--- src/rtl/score_bcd_counter_pkg.sv ---
// Shared constants and FSM state type for the game-score keeper.
`ifndef SCORE_BCD_COUNTER_PKG_SV
`define SCORE_BCD_COUNTER_PKG_SV

package score_bcd_counter_pkg;

  localparam int unsigned BCD_DIGIT_W  = 4;
  localparam int unsigned SCORE_DIGITS = 4;
  localparam int unsigned SCORE_W      = BCD_DIGIT_W * SCORE_DIGITS;

  localparam logic [SCORE_W-1:0] DEFAULT_MAX_SCORE_BCD = 16'h9999;

  typedef enum logic [1:0] {
    ST_IDLE = 2'b00,
    ST_RUN  = 2'b01,
    ST_OVER = 2'b10
  } game_state_e;

endpackage

`endif

--- src/rtl/score_bcd_counter_bcd_digit.sv ---
// One packed-BCD score digit: wraps 9 -> 0 and flags a carry into the next digit.
module bcd_digit
  import score_bcd_counter_pkg::*;
(
  input  logic                   clk,
  input  logic                   resetn,
  input  logic                   clear,
  input  logic                   inc,
  output logic [BCD_DIGIT_W-1:0] digit,
  output logic                   carry
);

  localparam logic [BCD_DIGIT_W-1:0] DIGIT_MAX = BCD_DIGIT_W'(9);

  assign carry = inc && (digit == DIGIT_MAX);

  always_ff @(posedge clk) begin
    if (!resetn) begin
      digit <= '0;
    end else if (clear) begin
      digit <= '0;
    end else if (inc) begin
      digit <= (digit == DIGIT_MAX) ? '0 : digit + BCD_DIGIT_W'(1);
    end
  end

endmodule

--- src/rtl/score_bcd_counter.sv ---
// Game-phase FSM and 4-digit BCD score, advanced every TICKS_PER_POINT frame ticks.
// Define SCORE_HIGH_SCORE_EN to build the high-score register; otherwise high_bcd is zero.
module score_bcd_counter
  import score_bcd_counter_pkg::*;
#(
  parameter int unsigned         TICKS_PER_POINT = 6,
  parameter logic [SCORE_W-1:0]  MAX_SCORE_BCD   = DEFAULT_MAX_SCORE_BCD
) (
  input  logic               clk,
  input  logic               resetn,
  input  logic               frame_tick,
  input  logic               start,
  input  logic               collide,
  output logic [SCORE_W-1:0] score_bcd,
  output logic [SCORE_W-1:0] high_bcd,
  output logic               running,
  output logic               point_pulse
);

  localparam int unsigned           PRESCALE_W    = 4;
  localparam logic [PRESCALE_W-1:0] PRESCALE_LAST = PRESCALE_W'(TICKS_PER_POINT - 1);

  game_state_e           state_q, state_d;
  logic [PRESCALE_W-1:0] prescale_q, prescale_d;
  logic                  score_clear_c;
  logic                  score_inc_c;
  logic [SCORE_DIGITS:0] carry_chain;
  logic                  msd_carry_unused;

  // Next state, prescaler and score control; collide outranks start and frame_tick in RUN.
  always_comb begin
    state_d       = state_q;
    prescale_d    = prescale_q;
    score_clear_c = 1'b0;
    score_inc_c   = 1'b0;
    case (state_q)
      ST_IDLE, ST_OVER: begin
        if (start) begin
          state_d       = ST_RUN;
          prescale_d    = '0;
          score_clear_c = 1'b1;
        end
      end
      ST_RUN: begin
        if (collide) begin
          state_d = ST_OVER;
        end else if (frame_tick) begin
          if (prescale_q == PRESCALE_LAST) begin
            prescale_d  = '0;
            score_inc_c = (score_bcd != MAX_SCORE_BCD);
          end else begin
            prescale_d = prescale_q + PRESCALE_W'(1);
          end
        end
      end
      default: state_d = ST_IDLE;
    endcase
  end

  always_ff @(posedge clk) begin
    if (!resetn) begin
      state_q     <= ST_IDLE;
      prescale_q  <= '0;
      running     <= 1'b0;
      point_pulse <= 1'b0;
    end else begin
      state_q     <= state_d;
      prescale_q  <= prescale_d;
      running     <= (state_d == ST_RUN);
      point_pulse <= score_inc_c;
    end
  end

  // Ripple-carry chain of digit registers, ones digit first.
  assign carry_chain[0] = score_inc_c;

  for (genvar i = 0; i < SCORE_DIGITS; i++) begin : g_digit
    bcd_digit u_digit (
      .clk    (clk),
      .resetn (resetn),
      .clear  (score_clear_c),
      .inc    (carry_chain[i]),
      .digit  (score_bcd[i*BCD_DIGIT_W +: BCD_DIGIT_W]),
      .carry  (carry_chain[i+1])
    );
  end

  assign msd_carry_unused = carry_chain[SCORE_DIGITS];

`ifdef SCORE_HIGH_SCORE_EN
  logic [SCORE_W-1:0] high_q;
  logic               high_load_c;

  // Packed BCD orders like binary, so a plain unsigned compare picks the better score.
  assign high_load_c = (state_q == ST_RUN) && collide && (score_bcd > high_q);

  always_ff @(posedge clk) begin
    if (!resetn) begin
      high_q <= '0;
    end else if (high_load_c) begin
      high_q <= score_bcd;
    end
  end

  assign high_bcd = high_q;
`else
  assign high_bcd = '0;
`endif

endmodule

--- config.mk ---
export PLATFORM = sky130hd
export DESIGN_NAME = score_bcd_counter
export DESIGN_NICKNAME = d
export VERILOG_FILES = /design/src/rtl/score_bcd_counter_pkg.sv /design/src/rtl/score_bcd_counter_bcd_digit.sv /design/src/rtl/score_bcd_counter.sv
export SDC_FILE = /design/constraint.sdc
export NUM_CORES = 1
export LEC_CHECK = 0
export BUFFER_PORTS_ARGS = -buffer_cell sky130_fd_sc_hd__buf_2
export CAP_MARGIN = 20
export CORE_ASPECT_RATIO = 1.2
export CORE_MARGIN = 10
export CORE_UTILIZATION = 55
export DETAILED_ROUTE_END_ITERATION = 8
export GPL_ROUTABILITY_DRIVEN = 0
export PLACE_DENSITY = 0.82
export SYNTH_ARGS = -nofsm -noshare
export SYNTH_HDL_FRONTEND = slang
export SYNTH_SLANG_ARGS = --single-unit
--- constraint.sdc ---
create_clock -name clk -period 3.51 [get_ports clk]
set_clock_uncertainty 0.1 [all_clocks]
set_input_delay 0.5265 -clock clk [delete_from_list [all_inputs] [get_ports clk]]
set_output_delay 0.5265 -clock clk [all_outputs]
set_load 0.03 [all_outputs]
# After elaboration in Yosys (flattened, before gate mapping)
# Index checks and enable logic that the tools add are counted.
dict set report op_classes {
  n_eq_ne 12
  muxes 18
  n_bitwise 1
  reduce_logical 8
  add_sub_neg 5
}
# cell count
set op_table {}
lappend op_table {{two-way mux 4 bit} 8}
lappend op_table {{adder 4 x 1 -> 4 bit (second input constant)} 5}
lappend op_table {{equality test 4 bit (second input constant)} 4}
lappend op_table {{inequality test 16 bit (second input constant)} 1}
lappend op_table {{one-hot mux 4 bit (2 select lines)} 1}
lappend op_table {{two-way mux 1 bit} 6}
lappend op_table {{inequality test 2 bit (second input constant)} 3}
lappend op_table {{equality test 2 x 1 -> 1 bit (second input constant)} 2}
lappend op_table {{equality test 4 x 3 -> 1 bit (second input constant)} 1}
lappend op_table {{two-way mux 2 bit} 2}
lappend op_table {{one-hot mux 2 bit (2 select lines)} 1}
lappend op_table {{AND reduction 4 bit} 1}
lappend op_table {{OR reduction 2 bit} 2}
lappend op_table {{logical AND 1 bit} 3}
lappend op_table {{equality test 2 bit (second input constant)} 1}
lappend op_table {{logical NOT 2 bit} 1}
lappend op_table {{nonzero test 2 bit} 1}
lappend op_table {{inverter 1 bit} 1}
dict set report word_totals {
  word_cells 52
  output_inout_bits 34
  ff_bits 24
}

# Logic depth before layout (Yosys ltp)
# Gate-level depths: netlist of run 1.
dict set report logic_depth {
  depth_word 8
  ltp_mapped 7
  mapped_depth_nobuf 6
}

# Modules after synthesis
# From an unflattened synthesis of run 1, not the netlist that was laid out.
dict set report hier_totals {
  hier_cells 146
  area_unflattened_um2 1321.3
}
# mod cells_per_inst area_per_inst_um2 seq_area_each_um2 instances
set by_module_without_submodules {}
lappend by_module_without_submodules {bcd_digit 21 187.7 80.1 4}
lappend by_module_without_submodules {score_bcd_counter 62 570.5 160.2 1}

# Worst setup path before layout of run 1
# Ideal clock, no wire load.
dict set report synth_timing {
  path_type {flip-flop to flip-flop}
  start {reg g_digit[0].u_digit.digit[0]}
  end {reg g_digit[3].u_digit.digit[3]}
  n_path_buf 0
  slack_ps 1416
  arrival_time_ps 1923
  path_stages_with_launch 5
  period_less_slack_ps 2094
  required_time_ps 3340
  path_cell_list {dfxtp_1 > nand4bb_1 > or4_4 > or4_1 > a21oi_1}
}
dict set report synth_between {
  elab_chain_cells 8
  word_cells_on_any_way 9
}
# element line_no
set synth_rtl {}
lappend synth_rtl {{start: declaration} score_bcd_counter_bcd_digit.sv:9} ;# output logic [BCD_DIGIT_W-1:0] digit,
lappend synth_rtl {{start signal: assignment} score_bcd_counter_bcd_digit.sv:23} ;# digit <= (digit == DIGIT_MAX) ? '0 : digit + BCD_DIGIT_W'(1);
lappend synth_rtl {{inequality test 16 bit} score_bcd_counter.sv:50} ;# score_inc_c = (score_bcd != MAX_SCORE_BCD);
lappend synth_rtl {{two-way mux 1 bit} score_bcd_counter.sv:48} ;# if (prescale_q == PRESCALE_LAST) begin
lappend synth_rtl {{two-way mux 1 bit} score_bcd_counter.sv:47} ;# end else if (frame_tick) begin
lappend synth_rtl {{two-way mux 1 bit} score_bcd_counter.sv:45} ;# if (collide) begin
lappend synth_rtl {{two-way mux 1 bit} score_bcd_counter.sv:36} ;# case (state_q)
lappend synth_rtl {{logical AND 1 bit (*) (3 in series)} score_bcd_counter_bcd_digit.sv:15} ;# assign carry = inc && (digit == DIGIT_MAX);
lappend synth_rtl {{end signal: assignment} score_bcd_counter_bcd_digit.sv:23}
lappend synth_rtl {{end: declaration} score_bcd_counter_bcd_digit.sv:9}
# Mark *: on every way between the ends. The rest lies on a longest branch, timed or not.
# A chain may end at the register's enable or synchronous reset.

# Worst setup path after layout of run 1
# Ends and elaborated chain as after synthesis.

==> results of run 1 <==
## cell families (layout without fill, tap and decap cells)
kind of cell,after synthesis,in the layout,share of synthesized area (%)
AO/OA/AOI/OAI,38,38,16.51
XOR/XNOR,3,3,1.916
adder cells (fa/ha/maj),2,2,1.825
buffers and inverters,24,30,11.50
flip-flops,24,24,35.04
multiplexers,1,1,0.7300
other,1,16,0.2735
AND/OR/NAND/NOR,65,65,32.21
## critical path, cell delays in order, from the launching register on
cell	delay [ps]
dfxtp_1	480
nand4bb_1	210
or4_4	640
or4_1	490
a21oi_1	150
## where the power goes
group / leakage [nW] / total (mW) / switching, mW / internal (mW)
registers: 0.194 / 0.281 / 0.00418 / 0.277
clock network: 0.0210 / 0.145 / 0.0817 / 0.0634
logic: 0.316 / 0.0530 / 0.0417 / 0.0112
total: 0.531 / 0.479 / 0.128 / 0.351
## metal layers
layer	vias up	track usage, %	wire length (um)
met5	-	0	0
met4	0	5.714	44
met3	7	3.858	188
met2	34	24.97	1608
met1	548	12.41	1225
li1	592	-	-
## worst max-delay path by stage
stage	slack (ps)	start	depth (start not counted)	endpoint
floorplan	1420	g_digit[0].u_digit.digit[0]$_SDFFE_PP0N_	4	g_digit[3].u_digit.digit[3]$_SDFFE_PP0P_
global placement	1260	collide	5	g_digit[3].u_digit.digit[3]$_SDFFE_PP0P_
detailed placement	1220	collide	5	g_digit[3].u_digit.digit[3]$_SDFFE_PP0P_
CTS	1370	g_digit[0].u_digit.digit[0]$_SDFFE_PP0N_	4	g_digit[3].u_digit.digit[3]$_SDFFE_PP0P_
global route	1250	g_digit[0].u_digit.digit[0]$_SDFFE_PP0N_	4	g_digit[3].u_digit.digit[1]$_SDFFE_PP0P_
finish	1370	g_digit[0].u_digit.digit[0]$_SDFFE_PP0N_	4	g_digit[3].u_digit.digit[3]$_SDFFE_PP0P_
## layout make-up
class	count	area (um2)
Inverter	4	15.01
Sequential cell	24	480.5
Fill cell	225	859.6
Tap cell	31	38.79
Clock buffer	4	36.28
Multi-Input combinational cell	125	789.5
Timing Repair Buffer	22	110.1
## state kept, by name (all words and copies together), names as in the netlist
name / cells
point_pulse: 1
running: 1
g_digit.u_digit.digit: 16
state_q: 2
prescale_q: 4
## per-stage QoR
stage	instance area [um2]	power, mW	utilization, %	hold slack, ps	setup WS [ps]
floorplan	1428	0.3426	-	369.3	1416
global placement	1434	0.3363	61.55	385.1	1264
detailed placement	1434	0.3389	61.55	398.1	1222
CTS	1470	0.4834	63.10	371.9	1372
global route	1470	0.4957	63.10	392.3	1252
finish	1470	0.4790	63.10	380.5	1368
## Yosys cell counts, types with 2 or more instances
library cell  instances  area (um2)
a211oi_1              2       15.01
a21oi_1              13       65.06
buf_4                16       120.1
clkbuf_1              3       11.26
dfxtp_1              24       480.5
ha_1                  2       25.02
inv_1                 4       15.01
nand2_1               8       30.03
nand2b_1              4       25.02
nand3_1               4       20.02
nand3b_1              3       22.52
nand4_1               2       12.51
nand4bb_1             4       45.04
nor2_1                8       30.03
nor2b_1               8       50.05
nor3b_1               2       15.01
o21a_1                2       15.01
o21ai_0              11       55.05
o31ai_1               6       45.04
or3_1                 6       37.54
or4_1                 5       37.54
xor2_1                3       26.28
==> flow_summary_export.csv, run 1 <==
group,metric,value,unit
floorplanning,die_y,74.70,um
floorplanning,initial_core_util,58.86,%
global_routing,grt_pass1_vias,1211,
power_and_ir_drop,p_per_area,325.8,nW/um2
global_routing,grt.overflow.total,0,
clock_network,numCtsBuffers,3,
critical_path,ff2ff_path_depth,4,
global_routing,antenna_found_initial,0,
floorplanning,coreArea,2330,um2
critical_path,crit_required,3650,ps
global_routing,track_usage,12.96,%
clock_network,clkLatencyLatePin,310,ps
synthesis,avgSynthCellArea,8.679,um2
drt,wl,3066,um
synthesis,synthCells,158,
synthesis,synthArstFlopShare,0,%
critical_path,r2r_start,"g_digit[0].u_digit.digit[0]$_SDFFE_PP0N_",
worst_hold_path,hp-class,"input port to flop",
critical_path,cp_max_fo,14,
critical_path,worstReg2RegEnd,"g_digit[3].u_digit.digit[3]$_SDFFE_PP0P_",
sta,slew-limit-headroom,56.98,%
worst_hold_path,min_from,"resetn",
final_layout,area_growth,7.208,%
sta,period_share,61.04,%
final_layout,final_common_cell,"dfxtp_1",
placement,hpwl,2386,um
clock_network,cts_hold_buf,0,
placement,portBuffers,22,
critical_path,start_kind,"flop",
worst_hold_path,min_to,"running$_SDFF_PN0_",
sta,grt_setup_unrepaired,"false",
clock_network,cts_resized,0,
power_and_ir_drop,ir_worst_vdd,210.4,uV
drt,dr.pass1.iters,4,
floorplanning,io_pins,39,
run_status,status,"completed",
clock_network,htreeDepth,1,
global_routing,grt_first_pass_wirelength,5181,um
final_layout,layout_common_cells,"dfxtp_1 (24), buf_2 (22), conb_1 (16)",
clock_network,cts_setup_buffers,0,
power_and_ir_drop,power.leakage,0.5310,nW
clock_network,clockRootBuffer,"clkbuf_4",
floorplanning,die_x,65.58,um
clock_network,cts.path.max_buffers,2,
synthesis,ys_seq_elements,24,
synthesis,yosysSeqAreaShare,35.04,%
drt,vias_per_cell,5.624,
floorplanning,rows,19,
sta,fmax,0.4668,GHz
sta,period_needed,2142,ps
worst_hold_path,min_path_cells,2,
sta,worst_slew_pin_slew,639.9,ps
synthesis,synth_edf_count,0,
flow_run,cap_violations,0,
clock_network,cts.sinks,24,
clock_network,cts_tree,"yes",
drt,vias,1181,
floorplanning,dieArea,4899,um2
critical_path,critPathCaptureType,"flop",
sta,drv_slew,0,
placement,dp_cells,206,
final_layout,drive_gt1_share,17.32,%
final_layout,diodes,0,
sta,finalHoldViolCount,0,
drt,post_drt_wl_per_cell,14.60,um
drt,drt_iter0_markers,67,
global_routing,grt_max_degree,15,
sta,tns,0,ps
drt,ant_nets,0,
synthesis,syn_area,1371,um2
critical_path,crit_type,"flop to flop",
synthesis,yosys.cell_types.count,40,
final_layout,stdcell_count,210,
critical_path,reg2reg_slack,1370,ps
drt,drc,0,
clock_network,path_clk_slew,130,ps
synthesis,yosysWarningCount,0,
final_layout,final_nets,187,
critical_path,crit_arrival,2290,ps
sta,setup_viol_count_final,0,
synthesis,synthFlopType,"dfxtp_1",
(Power assumes the default switching activity.)
==> run 2, diff against run 1 <==
--- a/config.mk
+++ b/config.mk
@@ -9,10 +9,10 @@
 export CAP_MARGIN = 20
 export CORE_ASPECT_RATIO = 1.2
 export CORE_MARGIN = 10
-export CORE_UTILIZATION = 55
+export CORE_UTILIZATION = 51
 export DETAILED_ROUTE_END_ITERATION = 8
 export GPL_ROUTABILITY_DRIVEN = 0
-export PLACE_DENSITY = 0.82
+export PLACE_DENSITY = 0.76
 export SYNTH_ARGS = -nofsm -noshare
 export SYNTH_HDL_FRONTEND = slang
 export SYNTH_SLANG_ARGS = --single-unit
==> constraint.sdc (replaced) <==
create_clock -name clk -period 1.98 [get_ports clk]
set_clock_uncertainty 0.1 [all_clocks]
set_input_delay 0.297 -clock clk [delete_from_list [all_inputs] [get_ports clk]]
set_output_delay 0.297 -clock clk [all_outputs]
set_load 0.03 [all_outputs]
==> flow_summary_export.csv, run 2 (same netlist as run 1, synthesis figures left out) <==
group,metric,value,unit
critical_path,crit_type,"flop to flop",
sta,drv_slew,0,
run_status,status,"completed",
global_routing,grt_util_met1,14.72,%
placement,hpwl,2554,um
sta,fmax,0.5107,GHz
drt,drc,0,
floorplanning,io_pins,39,
critical_path,max_stage_delay,430,ps
clock_network,clockRootBuffer,"clkbuf_4",
global_routing,use_met2,24.14,%
drt,wl,3589,um
sta,finalHoldViolCount,0,
floorplanning,die_x,67.34,um
final_layout,final_util,66.37,%
worst_hold_path,hp-class,"input port to flop",
global_routing,grtUsageMet3,2.907,%
critical_path,cp_max_fo,4,
critical_path,critPathCaptureType,"flop",
final_layout,stdcell_count,231,
clock_network,clkLatencyLatePin,310,ps
drt,vias_per_cell,5.589,
final_layout,area_growth,23.54,%
placement,portBuffers,22,
clock_network,cts.path.max_buffers,2,
drt,post_drt_wl_per_cell,15.54,um
final_layout,fillers,234,
sta,slew-limit-headroom,62.00,%
clock_network,cts_tree,"yes",
global_routing,grt-busiest-layer,"met2",
sta,setup_viol_count_final,0,
final_layout,layout_common_cells,"buf_2 (22), buf_4 (18), conb_1 (16)",
critical_path,cp_slowest_cell,"or4_4",
power_and_ir_drop,p_per_area,516.0,nW/um2
power_and_ir_drop,power.leakage,0.6328,nW
drt,drt_iter0_markers,105,
sta,fin_hold_ws,145.4,ps
critical_path,crit_required,2120,ps
critical_path,path_delay_family,"simple AND/OR/NAND/NOR gates",
clock_network,cts_hold_buf,0,
drt,vias,1291,
floorplanning,die_y,76.81,um
global_routing,grt_pass1_vias,1250,
final_layout,final_common_cell,"buf_2",
power_and_ir_drop,ir_worst_vdd,368.0,uV
drt,ant_nets,0,
global_routing,grt.overflow.total,0,
sta,tns,0,ps
global_routing,grt_max_degree,15,
sta,period_share,98.90,%
power_and_ir_drop,finalPower,0.8741,mW
drt,dr.pass1.iters,4,
sta,worst_slew_pin_slew,570.1,ps
clock_network,htreeDepth,1,
global_routing,track_usage,13.36,%
clock_network,numCtsBuffers,3,
sta,grt_setup_unrepaired,"true",
floorplanning,initial_core_util,53.73,%
global_routing,antenna_found_initial,0,
final_layout,largest_reg_flops,16,
critical_path,worstPathCellList,"inv_2 -> ha_4 -> nand4b_1 -> buf_4 -> or4_4 -> or3_1 -> a31oi_1",
final_layout,reg.largest.list,"g_digit.u_digit.digit x16, prescale_q x4, state_q x2",
global_routing,grt_first_pass_wirelength,5768,um
final_layout,largest-register,"g_digit.u_digit.digit",
sta,period_needed,1958,ps
flow_run,cap_violations,0,
critical_path,start_kind,"flop",
final_layout,diodes,0,
clock_network,cts.sinks,24,
critical_path,worst-path-buf-inv,2,
floorplanning,dieArea,5172,um2
floorplanning,coreArea,2552,um2
final_layout,final_nets,206,
clock_network,path_clk_slew,130,ps
final_layout,drive_gt1_share,34.85,%
critical_path,crit_arrival,2100,ps
floorplanning,rows,20,
placement,dp_cells,223,
==> run 2: worst min-delay path, stage by stage <==
cell,delay [ps]
buf_2,80
or3b_2,90
a21boi_0,60
==> run 2: layer usage <==
layer | up-vias | routed length, um
li1 | 628 | -
met1 | 632 | 1409
met2 | 29 | 2043
met3 | 2 | 124
met4 | 0 | 11
met5 | - | 0
==> run 2: final timing paths <==
path,startpoint,endpoint,slack [ps],cells past startpoint
setup / recovery,prescale_q[1]$_SDFFE_PN0P_,g_digit[2].u_digit.digit[3]$_SDFFE_PP0P_,20,7
hold / removal,start,state_q[1]$_SDFF_PN0_,150,3
setup reg to reg,prescale_q[1]$_SDFFE_PN0P_,g_digit[2].u_digit.digit[3]$_SDFFE_PP0P_,20,7
hold reg to reg,prescale_q[1]$_SDFFE_PN0P_,prescale_q[1]$_SDFFE_PN0P_,410,2
==> run 2: repair_timing <==
item,4_1_cts,5_1_grt
hold endpoints to repair,0,0
endpoints found under the setup margin,2,9
buffers inserted,3,0
gates cloned,1,0
resized for setup,6,6
pin swaps,6,7
==> run 2: layout make-up <==
type | instances | area, um2 | share of cell area [%]
inverter | 4 | 15.01 | 0.8863
multi-input combinational | 126 | 862.1 | 50.89
clock buffer | 4 | 36.28 | 2.142
tap | 33 | 41.29 | 2.437
sequential | 24 | 494.2 | 29.17
timing repair buffer | 40 | 245.2 | 14.48
==> run 2: through the flow <==
stage,setup slack (ps),instance area (um2)
CTS,2.804,1664
finish,21.86,1694
global route,-54.33,1694
floorplan,22.51,1454
detailed placement,-11.14,1575
global placement,24.22,1575
==> run 2: where the power goes <==
part | switching (mW) | internal [mW]
sequential | 0.00755 | 0.492
clock | 0.149 | 0.112
combinational | 0.0803 | 0.0331
total | 0.237 | 0.637
